<file path="config.mk">
export PLATFORM = sky130hd
export DESIGN_NAME = logic16_arbiter
export DESIGN_NICKNAME = d
export VERILOG_FILES = /design/src/rtl/logic16_arbiter.sv
export SDC_FILE = /design/constraint.sdc
export NUM_CORES = 1
export LEC_CHECK = 0
export ABC_AREA = 1
export CAP_MARGIN = 30
export CORE_AREA = 2 2 116 118
export DETAILED_ROUTE_END_ITERATION = 7
export DIE_AREA = 0 0 118 120
export GPL_TIMING_DRIVEN = 0
export SYNTH_ARGS = -nofsm -noshare
export SYNTH_HDL_FRONTEND = slang
export SYNTH_SLANG_ARGS = --single-unit
</file>
<file path="constraint.sdc">
create_clock -name clk -period 1.95 [get_ports clk]
set_clock_uncertainty 0.15 [all_clocks]
set_input_delay 0.39 -clock clk [delete_from_list [all_inputs] [get_ports clk]]
set_output_delay 0.39 -clock clk [all_outputs]
set_load 0.01 [all_outputs]
</file>
<file path="src/rtl/logic16_arbiter.sv">
`default_nettype none
// +--------------------------------------------------------------------------+
// | logic16_arbiter: shares one 16-bit AND/OR/XOR/NOT unit among NREQ        |
// | requesters with round-robin grant and a tagged valid/ready response.     |
// | Build option: LOGIC16_ARB_FIXED_PRIO_EN selects lowest-index priority.   |
// | Rev 1.0                                                                  |
// +--------------------------------------------------------------------------+
module logic16_arbiter #(
  parameter int NREQ  = 4,
  parameter int WIDTH = 16,
  parameter int IDW   = $clog2(NREQ)
) (
  input  logic                  clk,
  input  logic                  reset,
  input  logic [NREQ-1:0]       req_valid,
  output logic [NREQ-1:0]       req_ready,
  input  logic [2*NREQ-1:0]     req_op,
  input  logic [WIDTH*NREQ-1:0] req_a,
  input  logic [WIDTH*NREQ-1:0] req_b,
  output logic                  rsp_valid,
  input  logic                  rsp_ready,
  output logic [IDW-1:0]        rsp_id,
  output logic [WIDTH-1:0]      rsp_data,
  output logic                  busy
);

  typedef enum logic [1:0] {
    IDLE = 2'd0,
    EXEC = 2'd1,
    RESP = 2'd2
  } state_t;

  state_t           state;
  logic [IDW-1:0]   rr_ptr;
  logic [IDW-1:0]   grant;
  logic [IDW-1:0]   g_hi;
  logic [IDW-1:0]   g_any;
  logic [IDW-1:0]   id_q;
  logic             found_hi;
  logic             found_any;
  logic             take;
  logic [1:0]       op_sel;
  logic [1:0]       op_q;
  logic [WIDTH-1:0] a_sel;
  logic [WIDTH-1:0] b_sel;
  logic [WIDTH-1:0] a_q;
  logic [WIDTH-1:0] b_q;
  logic [WIDTH-1:0] result;

  // Descending scan: the last hit wins, so g_hi is the lowest valid index at
  // or above rr_ptr and g_any the lowest valid index overall (the wrap case).
  always_comb begin
    found_hi  = 1'b0;
    found_any = 1'b0;
    g_hi      = '0;
    g_any     = '0;
    for (int i = NREQ - 1; i >= 0; i--) begin
      if (req_valid[i]) begin
        found_any = 1'b1;
        g_any     = IDW'(i);
        if (IDW'(i) >= rr_ptr) begin
          found_hi = 1'b1;
          g_hi     = IDW'(i);
        end
      end
    end
    grant = found_hi ? g_hi : g_any;
  end

  assign take      = (state == IDLE) && !reset && found_any;
  assign req_ready = take ? (NREQ'(1) << grant) : '0;
  assign busy      = (state != IDLE);

  always_comb begin
    op_sel = '0;
    a_sel  = '0;
    b_sel  = '0;
    for (int i = 0; i < NREQ; i++) begin
      if (grant == IDW'(i)) begin
        op_sel = req_op[2*i +: 2];
        a_sel  = req_a[WIDTH*i +: WIDTH];
        b_sel  = req_b[WIDTH*i +: WIDTH];
      end
    end
  end

  always_comb begin
    case (op_q)
      2'b00:   result = a_q & b_q;
      2'b01:   result = a_q | b_q;
      2'b10:   result = a_q ^ b_q;
      default: result = ~a_q;
    endcase
  end

`ifdef LOGIC16_ARB_FIXED_PRIO_EN
  assign rr_ptr = '0;
`endif

  always_ff @(posedge clk) begin
    if (reset) begin
      state     <= IDLE;
      rsp_valid <= 1'b0;
      rsp_id    <= '0;
      rsp_data  <= '0;
      id_q      <= '0;
      op_q      <= '0;
      a_q       <= '0;
      b_q       <= '0;
`ifndef LOGIC16_ARB_FIXED_PRIO_EN
      rr_ptr    <= '0;
`endif
    end else begin
      case (state)
        IDLE: begin
          if (found_any) begin
            id_q  <= grant;
            op_q  <= op_sel;
            a_q   <= a_sel;
            b_q   <= b_sel;
            state <= EXEC;
          end
        end
        EXEC: begin
          rsp_data  <= result;
          rsp_id    <= id_q;
          rsp_valid <= 1'b1;
          state     <= RESP;
        end
        RESP: begin
          if (rsp_ready) begin
            rsp_valid <= 1'b0;
`ifndef LOGIC16_ARB_FIXED_PRIO_EN
            rr_ptr    <= (id_q == IDW'(NREQ - 1)) ? '0 : id_q + IDW'(1);
`endif
            state     <= IDLE;
          end
        end
        default: state <= IDLE;
      endcase
    end
  end

endmodule
`default_nettype wire

</file>
==> impl_metrics.sql, run 1 <==
INSERT INTO impl_metrics (metric_group, metric, value, unit) VALUES
('cts', 'clock_path_buffers', '2', ''),
('placement', 'port-buffer-count', '165', ''),
('sta', 'worst-slew-pin-transition', '0.542', 'ns'),
('cts', 'htreeDepth', '3', ''),
('cts', 'clkSlewWorstSetupHoldPaths', '0.05', 'ns'),
('sta', 'final_critical_delay_including_setup_and_external_delays', '2.13', 'ns'),
('global_routing', 'track_usage', '21.8', '%'),
('worst_setup_path', 'crit_chain', 'nor2_4 > inv_2 > a21oi_4 > inv_4 > nor2_4 > inv_2 > nor3_2 > buf_2', ''),
('status', 'failing_checks', 'setup timing', ''),
('job', 'drv.max_cap_violation_count', '0', ''),
('route', 'met3RoutedLength', '963', 'um'),
('synth', 'synth.distinct_cells', '26', ''),
('worst_setup_path', 'classification_of_the_worst_setup_path', 'reg2out', ''),
('final_layout', 'layout-drive-gt1-share', '18.7', '%'),
('synth', 'yosys.area.top_type', 'sky130_fd_sc_hd__dfxtp_1', ''),
('final_layout', 'syn2layout_area_growth', '71.0', '%'),
('route', 'routed_wl', '15.6', 'mm'),
('worst_setup_path', 'worst_path_max_delay_cell', 'sky130_fd_sc_hd__dfxtp_4', ''),
('route', 'met2WireLength', '7.78', 'mm'),
('route', 'detailroute.via_count', '4753', ''),
('cts', 'worst_skew_pair.late_latency', '0.33', 'ns'),
('global_routing', 'sum_of_overflow_across_all_layers_after_global_routing', '0', ''),
('status', 'run_status', 'finished, violations left', ''),
('worst_setup_path', 'setup.worst_path.start_class', 'flip-flop', ''),
('sta', 'finalCritPeriodShare', '109', '%'),
('synth', 'post-synth-top-count-cell', 'sky130_fd_sc_hd__nand2_1', ''),
('pwr', 'cellPowerDensity', '771', 'nW/um^2'),
('sta', 'maxSlewHeadroom', '63.9', '%'),
('global_routing', 'grt_max_degree', '12', ''),
('placement', 'routabilityCongestion', '0.863', ''),
('synth', 'post_synth_instance_area', '3920', 'sq um'),
('route', 'maxUsedRoutingLayer', 'met4', ''),
('route', 'first_pass_iteration_count_of_the_detailed_router', '6', ''),
('floorplan', 'core', '13000', 'sq um'),
('floorplan', 'floorplan.initialDensity', '30.2', '%'),
('sta', 'unrepaired_setup_endpoints_after_global_routing', 'yes', ''),
('sta', 'postLayoutSetupSlackWorst', '-0.179', 'ns'),
('global_routing', 'grt_pass1_vias', '4680', ''),
('route', 'remaining_drc_errors', '0', ''),
('worst_setup_path', 'critical_path_maximum_fanout', '4', ''),
('floorplan', 'floorplan.rows', '42', ''),
('synth', 'synth.top_cell.area_share', '30.2', '%'),
('final_layout', 'layout_net_count', '948', ''),
('pwr', 'leakage_power_of_the_design', '2.82', 'nW'),
('placement', 'place_worst_setup_slack', '-1.15', 'ns'),
('sta', 'achievable-frequency', '0.470', 'GHz'),
('placement', 'hpwl', '11.6', 'mm'),
('synth', 'postSynthAreaPerCell', '6.77', 'sq um'),
('synth', 'synth_nets', '754', ''),
('sta', 'report.final.slew_viol_count', '0', ''),
('sta', 'final_hold_viol_count', '0', ''),
('synth', 'seq_area_frac_synth', '30.2', '%'),
('worst_setup_path', 'worst_setup_path_end_kind', 'output pin', ''),
('worst_setup_path', 'critical-path-max-stage-delay', '0.35', 'ns'),
('synth', 'synth_warnings', '0', ''),
('global_routing', 'grt_antenna_before_repair', '0', ''),
('synth', 'ys_ff_latch', '59', ''),
('floorplan', 'fp.dieW', '118', 'um'),
('floorplan', 'die_area', '14200', 'sq um'),
('route', 'first_iter_violations', '291', ''),
('pwr', 'max-vdd-ir-drop', '0.452', 'mV'),
('route', 'postRouteAntennaNets', '0', ''),
('worst_hold_path', 'hold_class', 'in2reg', ''),
('synth', 'number_of_enable_type_register_cells_in_the_synthesized_netlist', '0', ''),
('placement', 'cell_count_post_placement', '919', ''),
('synth', 'synth.cells.most_frequent', 'sky130_fd_sc_hd__nand2_1 (128), sky130_fd_sc_hd__a21oi_1 (106), sky130_fd_sc_hd__dfxtp_1 (59)', ''),
('worst_setup_path', 'cp.arrival', '1.59', 'ns'),
('cts', 'cts_buffers', '9', ''),
('synth', 'synth-main-ff-cell', 'sky130_fd_sc_hd__dfxtp_1', ''),
('sta', 'finalSetupViolCount', '4', ''),
('final_layout', 'post_layout_nonfiller_instances', '953', '');
[final timing paths]
check        startpoint      endpoint  slack (ns)  cells after the start
max reg2reg   rr_ptr[1]       b_q[11]           0                     14
min reg2reg   rsp_valid     rsp_valid        0.32                      2
min               reset      state[0]        0.26                      2
max            state[1]  req_ready[2]       -0.18                      8
[through the flow]
stage | area [sq um] | setup TNS (ns) | hold slack [ns] | utilization [%] | total power [mW]
2_1_floorplan | 3920 | 0 | 0.300 | - | 2.33
3_3_place_gp | 5790 | -19.02 | 0.305 | 44.6 | 3.03
3_5_place_dp | 5790 | -20.71 | 0.312 | 44.6 | 3.06
4_1_cts | 6410 | -0.679 | 0.275 | 49.4 | 5.04
5_1_grt | 6700 | -2.26 | 0.301 | 51.6 | 5.45
6_report | 6700 | -0.630 | 0.264 | 51.6 | 5.16
[state kept, by name, indices dropped and copies added, names as in the netlist]
signal / flops
op_q: 2
a_q: 16
rsp_data: 16
b_q: 16
state: 2
rsp_id: 2
id_q: 2
rr_ptr: 2
rsp_valid: 1
[what timing repair did]
item / in CTS / in global routing
resized for setup: 76 / 79
setup buffers: 14 / 6
setup endpoints to repair: 39 / 46
gates cloned: 1 / 2
hold buffers: 0 / 0
pin swaps: 9 / 41
[area by class of cell]
class                           count  area [sq um]
Sequential cell                    59          1190
Fill cell                        1273          6280
Buffer                             33           239
Clock buffer                       12           246
Inverter                           51           206
Multi-Input combinational cell    433          2600
Timing Repair Buffer              185          1890
Clock inverter                      4          97.6
Tap cell                          176           220
[critical path, delay by kind of cell (launching register included)]
family | cells | cell delay (ns)
AO/OA/AOI/OAI | 1 | 0.19
buffers and inverters | 4 | 0.35
flip-flops | 1 | 0.35
AND/OR/NAND/NOR | 3 | 0.36
[power by group]
| part | total [mW] | switching, mW | leakage (nW) | internal, mW |
|---|---|---|---|---|
| combinational | 1.80 | 0.932 | 2.17 | 0.870 |
| sequential | 1.52 | 0.147 | 0.490 | 1.37 |
| clock | 1.84 | 0.558 | 0.163 | 1.28 |
[cell usage in the layout (no fill, tap or decap), types with 7 or more instances in the layout]
| master | instances |
|---|---|
| sky130_fd_sc_hd__a21oi_1 | 91 |
| sky130_fd_sc_hd__a21oi_2 | 15 |
| sky130_fd_sc_hd__a221oi_1 | 16 |
| sky130_fd_sc_hd__buf_4 | 13 |
| sky130_fd_sc_hd__clkbuf_1 | 16 |
| sky130_fd_sc_hd__clkbuf_16 | 11 |
| sky130_fd_sc_hd__clkdlybuf4s50_1 | 156 |
| sky130_fd_sc_hd__dfxtp_1 | 56 |
| sky130_fd_sc_hd__ha_1 | 33 |
| sky130_fd_sc_hd__inv_1 | 41 |
| sky130_fd_sc_hd__inv_2 | 8 |
| sky130_fd_sc_hd__nand2_1 | 89 |
| sky130_fd_sc_hd__nand2_2 | 30 |
| sky130_fd_sc_hd__nand2_4 | 11 |
| sky130_fd_sc_hd__nand3_1 | 20 |
| sky130_fd_sc_hd__nand4_1 | 7 |
| sky130_fd_sc_hd__nor2_1 | 45 |
| sky130_fd_sc_hd__nor2_4 | 7 |
| sky130_fd_sc_hd__o21ai_0 | 54 |
[routing by layer]
| metal | track usage [%] | vias to the layer above |
|---|---|---|
| li1 | - | 2327 |
| met1 | 26.7 | 2237 |
| met2 | 37.3 | 165 |
| met3 | 5.32 | 24 |
| met4 | 7.38 | 0 |
| met5 | 0 | - |
[cell families (layout without fill, tap and decap cells)]
kind of cell               Yosys count  in the layout  synth area share, %
DFF                                 59             59                 30.2
AOI/OAI and AO/OA                  180            180                 24.9
and+or+nand+nor                    220            220                 23.9
adders and majority gates           33             33                 10.5
buffers and inverters               86            285                 10.4
No activity file was read; power rests on OpenSTA's default activity.
==> run 2: changes to the inputs <==
==> constraint.sdc (replaced) <==
create_clock -name clk -period 1.95 [get_ports clk]
set_clock_uncertainty 0.15 [all_clocks]
set_input_delay 0.2925 -clock clk [delete_from_list [all_inputs] [get_ports clk]]
set_output_delay 0.2925 -clock clk [all_outputs]
set_load 0.01 [all_outputs]
==> impl_metrics.sql, run 2 (synthesized netlist as in run 1, its figures left out) <==
INSERT INTO impl_metrics (metric_group, metric, value, unit) VALUES
('status', 'run_status', 'finished, violations left', ''),
('status', 'failing_checks', 'setup timing', ''),
('global_routing', 'grt_max_degree', '12', ''),
('global_routing', 'wire_length_of_the_first_global_routing_pass', '23.8', 'mm'),
('worst_setup_path', 'worstSetupStartpoint', 'state[1]', ''),
('pwr', 'internal_power', '3.51', 'mW'),
('job', 'drv.max_cap_violation_count', '0', ''),
('sta', 'hold_slack', '0.173', 'ns'),
('sta', 'maxSlewHeadroom', '63.0', '%'),
('pwr', 'max-vdd-ir-drop', '0.460', 'mV'),
('final_layout', 'largestRegisters', 'a_q x16, b_q x16, rsp_data x16', ''),
('worst_setup_path', 'crit_chain', 'nor2_4 > inv_2 > a21oi_4 > inv_2 > nor2_4 > inv_2 > nor3_2 > buf_2', ''),
('cts', 'cts_tree', 'done', ''),
('global_routing', 'track_usage', '21.5', '%'),
('pwr', 'net-switching-power', '1.66', 'mW'),
('pwr', 'switching_share', '32.1', '%'),
('worst_setup_path', 'r2r_end', 'b_q[12]', ''),
('worst_setup_path', 'worst_path_max_delay_cell', 'sky130_fd_sc_hd__dfxtp_4', ''),
('final_layout', 'nFillCells', '1287', ''),
('final_layout', 'postLayoutCoreUtil', '51.7', '%'),
('floorplan', 'die_height', '120', 'um'),
('route', 'remaining_drc_errors', '0', ''),
('final_layout', 'postLayoutCellArea', '6710', 'sq um'),
('global_routing', 'grt_antenna_before_repair', '0', ''),
('sta', 'accumulated_negative_setup_slack', '-0.306', 'ns'),
('global_routing', 'grt_pass1_vias', '4631', ''),
('worst_hold_path', 'hold_path_end', 'state[0]', ''),
('sta', 'finalSetupViolCount', '6', ''),
('route', 'detailroute.via_count', '4745', ''),
('floorplan', 'floorplan.initialDensity', '30.2', '%'),
('placement', 'routabilityCongestion', '0.863', ''),
('cts', 'clkSlewWorstSetupHoldPaths', '0.05', 'ns'),
('worst_setup_path', 'critical-path-max-stage-delay', '0.35', 'ns'),
('worst_setup_path', 'cp.arrival', '1.60', 'ns'),
('pwr', 'report.power.total', '5.17', 'mW'),
('worst_setup_path', 'r2r_slack', '-0.02', 'ns'),
('final_layout', 'layout_net_count', '946', ''),
('final_layout', 'final-seq-area', '1190', 'sq um'),
('pwr', 'pwr-share-seq', '29.3', '%'),
('cts', 'clock-root-buffer', 'sky130_fd_sc_hd__clkbuf_16', ''),
('route', 'drt-wirelength-per-cell', '16.6', 'um'),
('sta', 'final_critical_delay_including_setup_and_external_delays', '2.04', 'ns'),
('floorplan', 'floorplan.rows', '42', ''),
('route', 'first_pass_iteration_count_of_the_detailed_router', '5', ''),
('worst_setup_path', 'worst_r2r_path_depth', '13', ''),
('worst_setup_path', 'worstReg2RegStart', 'rr_ptr[0]', ''),
('worst_setup_path', 'timing.critical_path.required', '1.51', 'ns'),
('pwr', 'leakage_power_of_the_design', '2.83', 'nW'),
('global_routing', 'sum_of_overflow_across_all_layers_after_global_routing', '0', ''),
('final_layout', 'post_layout_nonfiller_instances', '951', ''),
('cts', 'htreeDepth', '3', ''),
('worst_hold_path', 'hold_path_startpoint', 'reset', ''),
('placement', 'cell_count_post_placement', '919', ''),
('final_layout', 'most-common-layout-cells', 'sky130_fd_sc_hd__clkdlybuf4s50_1 (157), sky130_fd_sc_hd__a21oi_1 (89), sky130_fd_sc_hd__nand2_1 (78)', ''),
('route', 'postRouteAntennaNets', '0', ''),
('cts', 'cts.sink_count', '59', ''),
('placement', 'place_worst_setup_slack', '-0.954', 'ns'),
('cts', 'cts_buffers', '9', ''),
('final_layout', 'layout-drive-gt1-share', '20.3', '%'),
('sta', 'postLayoutSetupSlackWorst', '-0.0911', 'ns'),
('worst_setup_path', 'setup.worst_path.start_class', 'flip-flop', ''),
('route', 'first_iter_violations', '273', ''),
('route', 'routed_wl', '15.8', 'mm'),
('cts', 'hold_buffers', '0', ''),
('floorplan', 'design.portCount', '167', ''),
('floorplan', 'die_area', '14200', 'sq um'),
('worst_hold_path', 'hold_class', 'in2reg', ''),
('sta', 'final_hold_viol_count', '0', ''),
('floorplan', 'fp.dieW', '118', 'um'),
('final_layout', 'layout_commonest_cell', 'sky130_fd_sc_hd__clkdlybuf4s50_1', ''),
('final_layout', 'multiInputGateArea', '2690', 'sq um'),
('cts', 'clock_path_buffers', '2', ''),
('worst_setup_path', 'critPathMostFrequentCell', 'sky130_fd_sc_hd__inv_2', ''),
('sta', 'report.final.slew_viol_count', '0', ''),
('sta', 'worst-slew-pin-transition', '0.555', 'ns'),
('final_layout', 'syn2layout_area_growth', '71.3', '%'),
('worst_hold_path', 'worstHoldPathCells', '2', ''),
('worst_setup_path', 'worst_setup_path_end_kind', 'output pin', ''),
('sta', 'finalCritPeriodShare', '105', '%'),
('pwr', 'share_comb_of_total_power', '35.0', '%'),
('pwr', 'cellPowerDensity', '771', 'nW/um^2'),
('worst_setup_path', 'classification_of_the_worst_setup_path', 'reg2out', ''),
('final_layout', 'number_of_inserted_diodes', '0', ''),
('placement', 'hpwl', '11.6', 'mm'),
('route', 'drt-vias-per-instance', '4.99', ''),
('pwr', 'p_clk_share', '35.7', '%'),
('placement', 'port-buffer-count', '165', ''),
('worst_setup_path', 'critical_path_maximum_fanout', '4', ''),
('cts', 'worst_skew_pair.late_latency', '0.33', 'ns'),
('sta', 'unrepaired_setup_endpoints_after_global_routing', 'yes', ''),
('floorplan', 'core', '13000', 'sq um'),
('sta', 'achievable-frequency', '0.490', 'GHz'),
('placement', 'cell_area_after_placement', '5790', 'sq um');
run 2: cell types whose count changed in the layout (fill, tap and decap cells not counted), sizes merged:
cell,delta
nor2,+1
clkdlybuf4s15,-3
buf,-3
dlygate4sd2,+2
clkdlybuf4s50,+1
run 2: final cells by class:
type / instances / area share (%)
Clock buffer: 12 / 3.68
Timing Repair Buffer: 182 / 27.2
Tap cell: 176 / 3.28
Buffer: 33 / 3.41
Inverter: 51 / 3.04
Multi-Input combinational cell: 434 / 40.1
Clock inverter: 4 / 1.46
Sequential cell: 59 / 17.8
run 2: worst max path at each step:
stage                    to  depth (start not counted)  slack (ns)
2_1_floorplan  req_ready[1]                          8        0.16
3_3_place_gp   req_ready[1]                          9       -0.90
3_5_place_dp   req_ready[1]                          9       -0.95
4_1_cts        req_ready[2]                          9       -0.09
5_1_grt        req_ready[2]                          8       -0.20
6_report       req_ready[2]                          8       -0.09
run 2: what timing repair did:
action	in CTS	in global routing
buffers inserted	11	4
setup endpoints to repair	31	50
gates cloned	0	4
pin swaps	6	55
resized for setup	55	108
run 2: worst max-delay path, delay by kind of cell (launching register included):
kind	cells	cell delay, ns
AND/OR/NAND/NOR	3	0.38
AO/OA/AOI/OAI	1	0.16
buffers and inverters	4	0.37
flip-flops	1	0.35
run 2: power by group through the flow:
stage / clock [mW] / sequential, mW / combinational, mW
floorplan: 0 / 1.50 / 0.831
global placement: 0 / 1.53 / 1.49
detailed placement: 0 / 1.54 / 1.53
CTS: 1.85 / 1.51 / 1.62
global route: 1.92 / 1.54 / 1.99
finish: 1.84 / 1.52 / 1.81
run 2: layer usage:
metal  GRT usage [%]  routed length [um]  up-vias
met1            26.2                6760     2237
li1                -                   -     2327
met3            5.70                 870       27
met5               0                   0        -
met2            37.0                7700      154
met4            6.48                 429        0
